===== config.mk =====
export PLATFORM = sky130hd
export DESIGN_NAME = draw_arbiter_flat
export DESIGN_NICKNAME = d
export VERILOG_FILES = /design/src/rtl/draw_arbiter_if.sv /design/src/rtl/draw_arbiter.sv /design/src/flat_wrapper.sv
export SDC_FILE = /design/constraint.sdc
export NUM_CORES = 1
export LEC_CHECK = 0
export CAP_MARGIN = 20
export CORE_UTILIZATION = 47
export DETAILED_ROUTE_END_ITERATION = 16
export HOLD_SLACK_MARGIN = 0.06
export PLACE_DENSITY = 0.88
export SLEW_MARGIN = 15
export SYNTH_ARGS = -nofsm -noshare
export SYNTH_HDL_FRONTEND = slang
export SYNTH_SLANG_ARGS = --single-unit

===== constraint.sdc =====
create_clock -name clk -period 2.4 [get_ports clk]
set_clock_uncertainty 0.1 [all_clocks]
set_input_delay 0.48 -clock clk [delete_from_list [all_inputs] [get_ports clk]]
set_output_delay 0.48 -clock clk [all_outputs]
set_load 0.02 [all_outputs]

===== src/rtl/draw_arbiter_if.sv =====
// draw_arbiter_if: bundles the sprite-drawer request side and the VGA adapter
// side of the draw arbiter.
//   req/done/req_plot   per-requester level request, burst-done pulse, pixel strobe
//   req_x/y/colour      packed per-requester pixel fields, requester i at [i*W +: W]
//   grant               one-hot (or zero) grant back to the drawers
//   frame_start/busy    frame accepted pulse / scheduler not idle
//   vga_x/y/colour/plot registered pixel write toward the adapter
//   overrun/timeout     sticky error flags
// modport master: the sprite/top-level side; modport slave: the arbiter.
interface draw_arbiter_if #(
    parameter int NUM_REQ  = 4,
    parameter int X_W      = 8,
    parameter int Y_W      = 7,
    parameter int COLOUR_W = 3
);
    logic [NUM_REQ-1:0]          req;
    logic [NUM_REQ-1:0]          done;
    logic [NUM_REQ*X_W-1:0]      req_x;
    logic [NUM_REQ*Y_W-1:0]      req_y;
    logic [NUM_REQ*COLOUR_W-1:0] req_colour;
    logic [NUM_REQ-1:0]          req_plot;
    logic [NUM_REQ-1:0]          grant;
    logic                        frame_start;
    logic                        busy;
    logic [X_W-1:0]              vga_x;
    logic [Y_W-1:0]              vga_y;
    logic [COLOUR_W-1:0]         vga_colour;
    logic                        vga_plot;
    logic                        overrun;
    logic                        timeout;

    modport master (
        output req, done, req_x, req_y, req_colour, req_plot,
        input  grant, frame_start, busy, vga_x, vga_y, vga_colour, vga_plot,
               overrun, timeout
    );

    modport slave (
        input  req, done, req_x, req_y, req_colour, req_plot,
        output grant, frame_start, busy, vga_x, vga_y, vga_colour, vga_plot,
               overrun, timeout
    );
endinterface


===== src/rtl/draw_arbiter.sv =====
// draw_arbiter: frame-synchronous scheduler sharing the single VGA pixel-write
// port among the sprite drawers (index 0 = ship). Each frame tick it optionally
// clears the screen, then gives every requesting drawer one exclusive burst in
// round-robin order; the granted drawer's pixel is forwarded one cycle later.
// Ports:
//   clk    system clock
//   reset  synchronous, active-high
//   bus    draw_arbiter_if.slave (requests in, grant/flags/VGA pixel out)
// Optional feature macro: CLEAR_SCREEN_EN -- when defined, a 160x120 sweep of
// colour 0 runs after each accepted tick, before arbitration.
module draw_arbiter #(
    parameter int NUM_REQ      = 4,
    parameter int X_W          = 8,
    parameter int Y_W          = 7,
    parameter int COLOUR_W     = 3,
    parameter int FRAME_CYCLES = 833334,
    parameter int MAX_BURST    = 4096
) (
    input  logic           clk,
    input  logic           reset,
    draw_arbiter_if.slave  bus
);
    localparam int FC_W  = (FRAME_CYCLES > 1) ? $clog2(FRAME_CYCLES) : 1;
    localparam int BC_W  = (MAX_BURST > 1) ? $clog2(MAX_BURST) : 1;
    localparam int PTR_W = (NUM_REQ > 1) ? $clog2(NUM_REQ) : 1;
    localparam logic [FC_W-1:0]  FC_LAST  = FC_W'(FRAME_CYCLES - 1);
    localparam logic [BC_W-1:0]  BC_LAST  = BC_W'(MAX_BURST - 1);
    localparam logic [PTR_W-1:0] PTR_LAST = PTR_W'(NUM_REQ - 1);

    localparam logic [1:0] S_WAIT  = 2'd0;
    localparam logic [1:0] S_ARB   = 2'd2;
    localparam logic [1:0] S_SERVE = 2'd3;
`ifdef CLEAR_SCREEN_EN
    localparam logic [1:0]     S_CLEAR    = 2'd1;
    localparam logic [X_W-1:0] CLR_X_LAST = X_W'(159);
    localparam logic [Y_W-1:0] CLR_Y_LAST = Y_W'(119);
    logic [X_W-1:0] clr_x_q, clr_x_d;
    logic [Y_W-1:0] clr_y_q, clr_y_d;
`endif

    logic [1:0]          state_q, state_d;
    logic [FC_W-1:0]     fcnt_q, fcnt_d;
    logic [BC_W-1:0]     bcnt_q, bcnt_d;
    logic [PTR_W-1:0]    rr_ptr_q, rr_ptr_d;
    logic [PTR_W-1:0]    gidx_q, gidx_d;
    logic [NUM_REQ-1:0]  served_q, served_d;
    logic [NUM_REQ-1:0]  grant_q, grant_d;
    logic                frame_start_q, frame_start_d;
    logic                overrun_q, overrun_d;
    logic                timeout_q, timeout_d;
    logic [X_W-1:0]      vga_x_q, vga_x_d;
    logic [Y_W-1:0]      vga_y_q, vga_y_d;
    logic [COLOUR_W-1:0] vga_colour_q, vga_colour_d;
    logic                vga_plot_q, vga_plot_d;

    logic                tick;
    logic                arb_found;
    logic [PTR_W-1:0]    arb_idx;

    assign tick = (fcnt_q == FC_LAST);

    // Round-robin search of unserved requesters, starting at the pointer.
    always_comb begin
        int          cand;
        logic [PTR_W-1:0] cidx;
        arb_found = 1'b0;
        arb_idx   = '0;
        cand      = 0;
        cidx      = '0;
        for (int i = 0; i < NUM_REQ; i++) begin
            cand = (int'(rr_ptr_q) + i) % NUM_REQ;
            cidx = PTR_W'(cand);
            if (!arb_found && bus.req[cidx] && !served_q[cidx]) begin
                arb_found = 1'b1;
                arb_idx   = cidx;
            end
        end
    end

    always_comb begin
        state_d       = state_q;
        fcnt_d        = tick ? '0 : fcnt_q + 1'b1;
        bcnt_d        = bcnt_q;
        rr_ptr_d      = rr_ptr_q;
        gidx_d        = gidx_q;
        served_d      = served_q;
        grant_d       = grant_q;
        frame_start_d = 1'b0;
        overrun_d     = overrun_q;
        timeout_d     = timeout_q;
        vga_x_d       = vga_x_q;
        vga_y_d       = vga_y_q;
        vga_colour_d  = vga_colour_q;
        vga_plot_d    = 1'b0;
`ifdef CLEAR_SCREEN_EN
        clr_x_d       = clr_x_q;
        clr_y_d       = clr_y_q;
`endif
        // A tick that lands while a frame is still being drawn is dropped.
        if (tick && state_q != S_WAIT) overrun_d = 1'b1;

        case (state_q)
            S_WAIT: begin
                if (tick) begin
                    frame_start_d = 1'b1;
                    served_d      = '0;
`ifdef CLEAR_SCREEN_EN
                    clr_x_d = '0;
                    clr_y_d = '0;
                    state_d = S_CLEAR;
`else
                    state_d = S_ARB;
`endif
                end
            end
`ifdef CLEAR_SCREEN_EN
            S_CLEAR: begin
                vga_x_d      = clr_x_q;
                vga_y_d      = clr_y_q;
                vga_colour_d = '0;
                vga_plot_d   = 1'b1;
                if (clr_x_q == CLR_X_LAST) begin
                    clr_x_d = '0;
                    if (clr_y_q == CLR_Y_LAST) state_d = S_ARB;
                    else                       clr_y_d = clr_y_q + 1'b1;
                end else begin
                    clr_x_d = clr_x_q + 1'b1;
                end
            end
`endif
            S_ARB: begin
                if (arb_found) begin
                    grant_d           = '0;
                    grant_d[arb_idx]  = 1'b1;
                    served_d[arb_idx] = 1'b1;
                    gidx_d            = arb_idx;
                    rr_ptr_d          = (arb_idx == PTR_LAST) ? '0 : arb_idx + 1'b1;
                    bcnt_d            = '0;
                    state_d           = S_SERVE;
                end else begin
                    state_d = S_WAIT;
                end
            end
            S_SERVE: begin
                // Only the granted requester's fields can reach the adapter.
                vga_x_d      = bus.req_x[gidx_q*X_W +: X_W];
                vga_y_d      = bus.req_y[gidx_q*Y_W +: Y_W];
                vga_colour_d = bus.req_colour[gidx_q*COLOUR_W +: COLOUR_W];
                vga_plot_d   = bus.req_plot[gidx_q];
                if (bus.done[gidx_q]) begin
                    grant_d = '0;
                    state_d = S_ARB;
                end else if (bcnt_q == BC_LAST) begin
                    // Watchdog: requester stays marked served for this frame.
                    grant_d   = '0;
                    timeout_d = 1'b1;
                    state_d   = S_ARB;
                end else begin
                    bcnt_d = bcnt_q + 1'b1;
                end
            end
            default: state_d = S_WAIT;
        endcase
    end

    always_ff @(posedge clk) begin
        if (reset) begin
            state_q       <= S_WAIT;
            fcnt_q        <= '0;
            bcnt_q        <= '0;
            rr_ptr_q      <= '0;
            gidx_q        <= '0;
            served_q      <= '0;
            grant_q       <= '0;
            frame_start_q <= 1'b0;
            overrun_q     <= 1'b0;
            timeout_q     <= 1'b0;
            vga_x_q       <= '0;
            vga_y_q       <= '0;
            vga_colour_q  <= '0;
            vga_plot_q    <= 1'b0;
`ifdef CLEAR_SCREEN_EN
            clr_x_q       <= '0;
            clr_y_q       <= '0;
`endif
        end else begin
            state_q       <= state_d;
            fcnt_q        <= fcnt_d;
            bcnt_q        <= bcnt_d;
            rr_ptr_q      <= rr_ptr_d;
            gidx_q        <= gidx_d;
            served_q      <= served_d;
            grant_q       <= grant_d;
            frame_start_q <= frame_start_d;
            overrun_q     <= overrun_d;
            timeout_q     <= timeout_d;
            vga_x_q       <= vga_x_d;
            vga_y_q       <= vga_y_d;
            vga_colour_q  <= vga_colour_d;
            vga_plot_q    <= vga_plot_d;
`ifdef CLEAR_SCREEN_EN
            clr_x_q       <= clr_x_d;
            clr_y_q       <= clr_y_d;
`endif
        end
    end

    assign bus.grant       = grant_q;
    assign bus.frame_start = frame_start_q;
    assign bus.busy        = (state_q != S_WAIT);
    assign bus.vga_x       = vga_x_q;
    assign bus.vga_y       = vga_y_q;
    assign bus.vga_colour  = vga_colour_q;
    assign bus.vga_plot    = vga_plot_q;
    assign bus.overrun     = overrun_q;
    assign bus.timeout     = timeout_q;
endmodule


===== src/flat_wrapper.sv =====
// flat-port wrapper written by rule: the top's interface ports become plain ports
module draw_arbiter_flat 
#(
    parameter int NUM_REQ      = 4,
    parameter int X_W          = 8,
    parameter int Y_W          = 7,
    parameter int COLOUR_W     = 3,
    parameter int FRAME_CYCLES = 833334,
    parameter int MAX_BURST    = 4096
)
  (clk, reset, bus_req, bus_done, bus_req_x, bus_req_y, bus_req_colour, bus_req_plot, bus_grant, bus_frame_start, bus_busy, bus_vga_x, bus_vga_y, bus_vga_colour, bus_vga_plot, bus_overrun, bus_timeout);
  draw_arbiter_if #(.NUM_REQ(NUM_REQ), .X_W(X_W), .Y_W(Y_W), .COLOUR_W(COLOUR_W)) bus_i ();
  input  logic clk;
  input  logic reset;
  input wire logic [$bits(bus_i.req)-1:0] bus_req;
  input wire logic [$bits(bus_i.done)-1:0] bus_done;
  input wire logic [$bits(bus_i.req_x)-1:0] bus_req_x;
  input wire logic [$bits(bus_i.req_y)-1:0] bus_req_y;
  input wire logic [$bits(bus_i.req_colour)-1:0] bus_req_colour;
  input wire logic [$bits(bus_i.req_plot)-1:0] bus_req_plot;
  output wire logic [$bits(bus_i.grant)-1:0] bus_grant;
  output wire logic [$bits(bus_i.frame_start)-1:0] bus_frame_start;
  output wire logic [$bits(bus_i.busy)-1:0] bus_busy;
  output wire logic [$bits(bus_i.vga_x)-1:0] bus_vga_x;
  output wire logic [$bits(bus_i.vga_y)-1:0] bus_vga_y;
  output wire logic [$bits(bus_i.vga_colour)-1:0] bus_vga_colour;
  output wire logic [$bits(bus_i.vga_plot)-1:0] bus_vga_plot;
  output wire logic [$bits(bus_i.overrun)-1:0] bus_overrun;
  output wire logic [$bits(bus_i.timeout)-1:0] bus_timeout;
  assign bus_i.req = bus_req;
  assign bus_i.done = bus_done;
  assign bus_i.req_x = bus_req_x;
  assign bus_i.req_y = bus_req_y;
  assign bus_i.req_colour = bus_req_colour;
  assign bus_i.req_plot = bus_req_plot;
  assign bus_grant = bus_i.grant;
  assign bus_frame_start = bus_i.frame_start;
  assign bus_busy = bus_i.busy;
  assign bus_vga_x = bus_i.vga_x;
  assign bus_vga_y = bus_i.vga_y;
  assign bus_vga_colour = bus_i.vga_colour;
  assign bus_vga_plot = bus_i.vga_plot;
  assign bus_overrun = bus_i.overrun;
  assign bus_timeout = bus_i.timeout;
  draw_arbiter #(.NUM_REQ(NUM_REQ), .X_W(X_W), .Y_W(Y_W), .COLOUR_W(COLOUR_W), .FRAME_CYCLES(FRAME_CYCLES), .MAX_BURST(MAX_BURST)) u_core (.clk(clk), .reset(reset), .bus(bus_i));
endmodule

After elaboration in Yosys (flattened, before gate mapping)
Cells that the tools add are included.
{"block": "word_totals", "wordCells": 123, "regBits": 68, "input_bits": 86, "out_inout_bits": 27}
{"block": "op_classes", "n_shift": 3, "addsub": 6, "n_lt_le_gt_ge": 7, "n_mux": 48, "n_reduce_logical": 29, "n_mul": 2, "bitwise_logic": 4, "eq_ne": 10}
{"op": "12-bit two-way mux", "count": 3}
{"op": "32-bit by 6-bit variable part select with 8-bit output", "count": 1}
{"op": "28-bit by 6-bit variable part select with 7-bit output", "count": 1}
{"op": "12-bit one-hot mux with 2 select lines", "count": 1}
{"op": "20-bit by 1-bit adder with 20-bit output (second input constant)", "count": 1}
{"op": "1-bit binary-select mux with 2-bit select", "count": 10}
{"op": "20-bit == test (second input constant)", "count": 1}
{"op": "4-bit two-way mux", "count": 5}
{"op": "2-bit by 3-bit less-than comparator with 1-bit output (second input constant)", "count": 6}
{"op": "2-bit two-way mux", "count": 9}
{"op": "1-bit two-way mux", "count": 16}
{"op": "4-bit one-hot mux with 2 select lines", "count": 2}
{"op": "12-bit by 1-bit adder with 12-bit output (second input constant)", "count": 1}
{"op": "12-bit == test (second input constant)", "count": 1}
{"op": "12-bit by 5-bit variable part select with 3-bit output", "count": 1}
{"op": "1-bit logical AND", "count": 9}
{"op": "3-bit AND reduction", "count": 3}
{"op": "1-bit logical NOT", "count": 7}
{"op": "2-bit == test (second input constant)", "count": 3}
{"op": "2-bit one-hot mux with 3 select lines", "count": 1}
{"op": "2-bit nonzero test", "count": 3}
{"op": "2-bit OR reduction", "count": 3}
{"op": "2-bit by 3-bit multiplier with 5-bit output (second input constant)", "count": 1}
{"op": "2-bit by 1-bit adder with 2-bit output (second input constant)", "count": 2}
{"op": "other kinds (12)", "count": 18}

Depth between registers and ports, before layout
Gate-level depths: netlist of run 1.
{"block": "logic_depth", "ltp_word": 24, "mapped_depth": 8, "ltp_nobuf": 7}

Worst setup path after synthesis of run 1
OpenSTA, ideal clock, no wires.
{"block": "synth_path", "path_type": "register to register", "startpoint": "register u_core.state_q[0]", "endpoint": "register u_core.bcnt_q[5]", "setup_time_ps": 72, "t_required_ps": 2228, "setup_slack_ps": 314, "n_path_buf": 1, "synth_period_minus_slack_ps": 2086, "arrival_time_ps": 1915, "stages_incl_launch_ff": 8, "path_cell_list": "dfxtp_1 inv_1 ha_1 clkbuf_1 nor2_1 a211oi_1 or4b_1 a21oi_1"}
{"block": "synth_via", "elab_chain_cells": 3, "elab_cells_between_ends": 8, "classes_between": "eq/ne (5); mux (1); reduce/logical (2)"}
{"item": "start: declaration", "line": "draw_arbiter.sv:41", "source": "logic [1:0] state_q, state_d;"}
{"item": "start signal: assignment", "line": "draw_arbiter.sv:187", "source": "state_q <= state_d;"}
{"item": "2-bit == test", "line": "draw_arbiter.sv:102", "source": "case (state_q)"}
{"item": "2-bit != test (no source line), or another cell as far along"}
{"item": "4-bit AND reduction (no source line)"}
{"item": "end signal: assignment", "line": "draw_arbiter.sv:189", "source": "bcnt_q <= bcnt_d;"}
{"item": "end: declaration", "line": "draw_arbiter.sv:43", "source": "logic [BC_W-1:0] bcnt_q, bcnt_d;"}
Several ways; a longest one is shown, not always the timed one.
A chain may end at the register's enable or synchronous reset.

Final worst setup path of run 1
{"block": "layout_path", "startpoint": "input bus_done[2]", "endpoint": "register u_core.bcnt_q[5]"}
{"block": "layout_via", "elab_chain_cells": 4}
{"item": "start: declaration", "line": "flat_wrapper.sv:16", "source": "input wire logic [$bits(bus_i.done)-1:0] bus_done;"}
{"item": "1-bit binary-select mux with 2-bit select", "line": "draw_arbiter.sv:150", "source": "if (bus.done[gidx_q]) begin"}
{"item": "1-bit two-way mux (not written as such)", "line": "draw_arbiter.sv:150"}
{"item": "2-bit != test (no source line)"}
{"item": "4-bit AND reduction (no source line)"}
Every way passes these cells. The select of a mux whose other input is x is not followed.

==> results of run 1 <==
==> state kept, by name (all words and copies together) (netlist names), 2 cells and up <==
signal and cells:
u_core.served_q 4, u_core.bus.vga_y 7, u_core.fcnt_q 20, u_core.bcnt_q 12, u_core.rr_ptr_q 2, u_core.state_q 2
u_core.gidx_q 2, u_core.bus.grant 4, u_core.bus.vga_colour 3, u_core.bus.vga_x 8
==> area by class of cell <==
| class | count | area (um2) | area share [%] |
|---|---|---|---|
| multi-input combinational | 272 | 2110 | 40.6 |
| tap | 99 | 124 | 2.39 |
| inverter | 14 | 52.6 | 1.01 |
| clock buffer | 12 | 145 | 2.80 |
| timing repair buffer | 142 | 1350 | 26.0 |
| clock inverter | 4 | 48.8 | 0.940 |
| sequential | 68 | 1360 | 26.2 |
==> cells by family (layout without fill, tap and decap cells) <==
kind of cell / after synthesis / after routing
AO/OA/AOI/OAI: 54 / 54
buffers and inverters: 32 / 172
XOR/XNOR: 18 / 18
multiplexers: 41 / 41
AND/OR/NAND/NOR: 148 / 148
adder cells (fa/ha/maj): 11 / 11
flip-flops: 68 / 68
==> what timing repair did <==
| action | CTS | global route |
|---|---|---|
| endpoints found under the setup margin | 0 | 1 |
| hold endpoints to repair | 0 | 0 |
| gates resized for setup | 0 | 1 |
==> power breakdown <==
part	internal [mW]	switching, mW
sequential	1.15	0.0224
clock	0.508	0.445
combinational	0.332	0.258
total	1.99	0.725
==> through the flow <==
step	setup slack (ns)	power (mW)	setup TNS, ns	utilization, %	cells
after global routing	0.0761	2.83	0	70.8	611
after detailed placement	-0.213	1.79	-1.45	68.1	595
after global placement	-0.108	1.77	-0.931	68.1	595
after CTS	0.0425	2.72	0	70.7	611
final	0.137	2.72	0	70.8	611
after floorplan	0.314	1.49	0	-	372
==> cell usage after synthesis, drive strengths merged (4+ instances only) <==
master	number	area share, %
dfxtp	68	38
nor2	54	5.7
nand2	27	2.8
mux2i	20	5.6
mux4	20	13
a21oi	15	2.1
nand3	14	2.0
inv	13	1.4
clkbuf	12	1.3
ha	11	3.8
xor2	11	2.7
nand4	9	1.6
xnor2	7	1.7
buf	6	0.70
nand2b	6	1.0
and3	5	0.87
nor3	5	0.70
or4	5	1.0
a22o	4	0.98
a31o	4	0.98
a31oi	4	0.87
a41o	4	1.1
nor3b	4	0.84
nor4	4	0.87
==> layer usage <==
| layer | GRT usage [%] | routed length (um) |
|---|---|---|
| met1 | 28.4 | 3810 |
| met2 | 47.0 | 5310 |
| met3 | 4.99 | 524 |
| met4 | 12.0 | 301 |
| met5 | 0 | 0 |
==> worst max-delay path by stage <==
stage / end / slack [ns] / cells after the start / start
final: u_core.bcnt_q[5]$_SDFFE_PP0P_ / 0.14 / 6 / bus_done[2]
after global routing: u_core.bcnt_q[5]$_SDFFE_PP0P_ / 0.08 / 6 / bus_done[2]
after detailed placement: u_core.bcnt_q[5]$_SDFFE_PP0P_ / -0.21 / 6 / bus_done[2]
after global placement: u_core.bcnt_q[6]$_SDFFE_PP0P_ / -0.11 / 6 / bus_done[2]
after floorplan: u_core.bcnt_q[5]$_SDFFE_PP0P_ / 0.31 / 7 / u_core.state_q[0]$_SDFFE_PP0P_
after CTS: bus_busy / 0.04 / 4 / u_core.state_q[0]$_SDFFE_PP0P_
==> results.py, run 1 <==
metrics = {
    "run_status": {
        "status": "finished clean",
    },
    "synth": {
        "synthMuxAreaShare_pct": 18.4,
        "netlist_instances": 372,
        "ys.flop_type": "dfxtp_1",
        "netlist_area_mm2": 0.00359,
        "synth_compound_area_share_pct": 11.3,
        "yosysSeqAreaShare_pct": 37.9,
        "postSynthAreaPerCell_um2": 9.66,
        "synth_edf_count": 0,
        "ys_types": 53,
        "synthSimpleGateAreaFrac_pct": 20.8,
        "synth_top_family_by_area": "simple AND/OR/NAND/NOR gates",
        "ys_async_sr_fraction_pct": 0,
        "synth-seq-cells": 68,
        "synthAdderAreaFrac_pct": 3.83,
        "synth_fp_nets": 469,
        "yosys_warnings": 0,
        "synth_xor_area_share_pct": 4.39,
    },
    "die": {
        "ios": 113,
        "rows": 31,
        "die_height_um": 89.4,
        "die_w_um": 89.4,
        "core_mm2": 0.00733,
        "dieArea_mm2": 0.00800,
        "initial_core_util_pct": 49.0,
    },
    "cts": {
        "cts_max_level": 3,
        "post-cts-setup-buffer-count": 0,
        "cts_tree": "built",
        "ctsHoldBuffers": 0,
        "path_clk_slew_ns": 0.08,
        "cts.sinks": 68,
        "ctsRootBufferMaster": "clkbuf_8",
        "worstSkewPairLatency_ns": 0.34,
        "numCtsBuffers": 9,
        "cts_buffer_depth": 2,
    },
    "critical_path": {
        "crit-reg2reg-launch": "u_core.gidx_q[0]$_SDFFE_PP0P_",
        "r2r-end": "u_core.bcnt_q[5]$_SDFFE_PP0P_",
        "cpLargestDelayFamily": "simple AND/OR/NAND/NOR gates",
        "path_max_fanout": 6,
        "critical_path_arrival_ns": 2.44,
        "cp_slowest_cell": "mux4_2",
        "cp-start-kind": "primary input",
        "critPathBufInv": 1,
        "crit_path_max_incr_delay_ns": 0.52,
        "cp.required_ns": 2.58,
        "critical_path_class": "primary input to flop",
        "r2r_cells": 5,
        "reg2reg_setup_slack_ns": 0.28,
        "crit_chain": "clkdlybuf4s50_1, mux4_2, a31oi_2, nor2_2, or4b_1, a21oi_1",
        "end_kind": "flop",
    },
    "hold_path": {
        "holdPathStages": 1,
        "whs_endpoint": "u_core.bus.overrun$_SDFFE_PP0P_",
        "hold_class": "flop to flop",
        "worstHoldStart": "u_core.bus.overrun$_SDFFE_PP0P_",
    },
    "sta": {
        "rsz0062_at_grt": "no",
        "tightestPinTransition_ns": 0.613,
        "finalSetupViolCount": 0,
        "finalCritPeriodShare_pct": 94.3,
        "finalHoldViolCount": 0,
        "slew_violations": 0,
        "fmax_mhz": 442,
        "timing.slew.headroom_pct": 58.8,
        "period_minus_slack_ns": 2.26,
        "whs_ns": 0.372,
    },
    "detailed_routing": {
        "wirelength_um": 9940,
        "postRouteAntennaNets": 0,
        "drtIter0Drc": 138,
        "via_count": 3407,
        "drc": 0,
        "wl_per_cell_um": 16.3,
        "firstDrtPassIters": 4,
        "vias_per_cell": 5.58,
    },
    "cells_and_area": {
        "final_common_cell": "clkdlybuf4s50_1",
        "drive_above_1_share_pct": 14.5,
        "finalNetCount": 604,
        "final_cell_mix": "clkdlybuf4s50_1, dfxtp_1, nor2_1",
        "n_antenna_cell": 0,
        "fillers": 484,
        "fin_area_mm2": 0.00519,
        "area_growth_pct": 44.4,
    },
    "power_and_ir_drop": {
        "p_per_area_mw_per_mm2": 524,
        "p_leak_nw": 1.87,
        "ir_drop_mv": 0.305,
    },
    "placement": {
        "gp_congestion": 0.905,
        "place_area_mm2": 0.00499,
        "port_buffers": 112,
        "hpwl_um": 7450,
    },
    "grt": {
        "grt_overflow": 0,
        "grt.total_usage_pct": 25.6,
        "grt_pass1_wl_um": 15300,
        "first_global_vias": 3312,
        "antenna_found_initial": 0,
        "grt_start_max_net_pins": 34,
    },
    "run": {
        "cap_violations": 0,
    },
}
Note: power is estimated with default switching activity, not from simulation.
==> run 2, diff against run 1 <==
CORE_UTILIZATION = 30   (was 47)
PLACE_DENSITY = 0.63   (was 0.88)
==> run 2 against run 1 <==
Effect of this change: the run now ends with design-rule violations left; final cell count grew 7.2%; critical endpoint is now u_core.bcnt_q[6]$_SDFFE_PP0P_; first-iteration DRC count up 10%; clock-buffer cell count shrank 2; die area grew 55%; non-clock buffer count unchanged; combinational power about the same; total power grew 14%; clock power up 40%; largest cell class unchanged.
==> results.py, run 2 (synthesis results as in run 1) <==
metrics = {
    "critical_path": {
        "crit-reg2reg-launch": "u_core.state_q[1]$_SDFFE_PP0P_",
        "cp.required_ns": 2.56,
        "critical_path_arrival_ns": 2.40,
        "r2r-end": "u_core.bcnt_q[2]$_SDFFE_PP0P_",
        "cp-start-kind": "primary input",
        "cp_slowest_cell": "mux4_2",
        "cp.depth": 6,
        "critical_path_class": "primary input to flop",
        "reg2reg_setup_slack_ns": 0.25,
        "cpLargestDelayFamily": "simple AND/OR/NAND/NOR gates",
        "crit_chain": "clkdlybuf4s50_1, mux4_2, a31oi_2, nor2_2, or4_1, a21oi_1",
        "r2r_cells": 6,
        "crit_path_max_incr_delay_ns": 0.53,
        "critPathBufInv": 1,
        "path_max_fanout": 6,
        "end_kind": "flop",
    },
    "cells_and_area": {
        "drive_above_1_share_pct": 15.2,
        "multi_input_area_mm2": 0.00211,
        "finalNetCount": 604,
        "fillers": 1070,
        "final_common_cell": "clkdlybuf4s50_1",
        "n_antenna_cell": 0,
        "area_growth_pct": 49.2,
        "final_cell_mix": "clkdlybuf4s50_1, dfxtp_1, nor2_1",
        "largest_register_ffs": 20,
        "regArea_mm2": 0.00136,
        "regMostFlops": "u_core.fcnt_q",
    },
    "die": {
        "initial_core_util_pct": 31.1,
        "rows": 39,
        "die_w_um": 111,
        "dieArea_mm2": 0.0124,
        "die_height_um": 111,
        "core_mm2": 0.0116,
        "ios": 113,
    },
    "placement": {
        "port_buffers": 112,
        "hpwl_um": 7380,
        "gp_congestion": 0.785,
        "pre_cts_slack_ns": -0.220,
    },
    "sta": {
        "slew_violations": 0,
        "finalCritPeriodShare_pct": 93.4,
        "whs_ns": 0.378,
        "timing.slew.headroom_pct": 54.3,
        "period_minus_slack_ns": 2.24,
        "setup_ws_ns": 0.158,
        "finalHoldViolCount": 0,
        "fmax_mhz": 446,
        "finalSetupViolCount": 0,
        "tightestPinTransition_ns": 0.679,
        "totalNegativeSetupSlack_ns": 0,
        "rsz0062_at_grt": "no",
    },
    "grt": {
        "grt_pass1_wl_um": 16500,
        "first_global_vias": 3442,
        "grt_overflow": 0,
        "antenna_found_initial": 0,
        "grt.total_usage_pct": 16.7,
        "grt_start_max_net_pins": 34,
    },
    "power_and_ir_drop": {
        "p_leak_nw": 1.92,
        "ir_drop_mv": 0.342,
        "p_per_area_mw_per_mm2": 579,
    },
    "detailed_routing": {
        "postRouteAntennaNets": 0,
        "vias_per_cell": 5.14,
        "wl_per_cell_um": 15.2,
        "drc": 4,
        "wirelength_um": 9940,
        "via_count": 3365,
        "drtIter0Drc": 152,
        "firstDrtPassIters": 10,
    },
    "hold_path": {
        "holdPathStages": 2,
        "whs_endpoint": "u_core.bus.timeout$_SDFFE_PP0P_",
        "worstHoldStart": "u_core.bus.timeout$_SDFFE_PP0P_",
        "hold_class": "flop to flop",
    },
    "cts": {
        "cts.sinks": 68,
        "post-cts-setup-buffer-count": 0,
        "ctsRootBufferMaster": "clkbuf_16",
        "worstSkewPairLatency_ns": 0.34,
        "cts_buffer_depth": 2,
        "numCtsBuffers": 9,
        "cts_max_level": 3,
        "path_clk_slew_ns": 0.06,
        "cts_tree": "built",
    },
    "run_status": {
        "status": "finished, violations left",
        "violations": "design-rule violations",
    },
    "run": {
        "cap_violations": 0,
    },
}
==> run 2: report_power, final <==
part           internal (mW)  total (mW)  switching, mW
logic                  0.330       0.594          0.264
registers               1.15        1.18         0.0236
clock network          0.830        1.33          0.503
total                   2.31        3.10          0.791
==> run 2: how the worst max path moves through the flow <==
| stage | from | end | slack (ns) |
|---|---|---|---|
| global placement | bus_req[1] | u_core.bcnt_q[9]$_SDFFE_PP0P_ | -0.18 |
| global route | bus_req[2] | u_core.bcnt_q[3]$_SDFFE_PP0P_ | 0.06 |
| floorplan | u_core.state_q[0]$_SDFFE_PP0P_ | u_core.bcnt_q[5]$_SDFFE_PP0P_ | 0.31 |
| finish | bus_done[0] | u_core.bcnt_q[6]$_SDFFE_PP0P_ | 0.16 |
| detailed placement | bus_req[1] | u_core.served_q[0]$_SDFFE_PP0P_ | -0.22 |
| CTS | u_core.state_q[0]$_SDFFE_PP0P_ | bus_busy | 0.009 |
==> run 2: repair_timing <==
item,in CTS,in global routing
endpoints found under the setup margin,0,7
hold buffers,0,0
gates resized for setup,0,3
==> run 2: layer usage <==
layer  track usage [%]  wire length (um)
met5                 0                 0
met4              8.92               212
met3              4.03               647
met1              20.3              4410
met2              27.5              4670
==> run 2: final cells by class <==
cell class	instances	share of cell area, %
inverter	14	0.981
clock inverter	6	1.19
clock buffer	10	4.46
timing repair buffer	142	25.2
sequential	68	25.4
tap	143	3.34
multi-input combinational	272	39.5
==> run 2: stage by stage <==
stage          util, %  std cells  cell area, um2  power (mW)
2_1_floorplan        -        372            3590        1.49
4_1_cts           46.3        655            5350        3.13
6_report          46.3        655            5360        3.10
3_5_place_dp      43.6        639            5050        1.79
3_3_place_gp      43.6        639            5050        1.78
5_1_grt           46.3        655            5360        3.24
==> run 2: tightest hold or removal path: stages, from the launching register on <==
cell	delay (ns)
dfxtp_1	0.32
a21oi_1	0.04
nor2_1	0.08
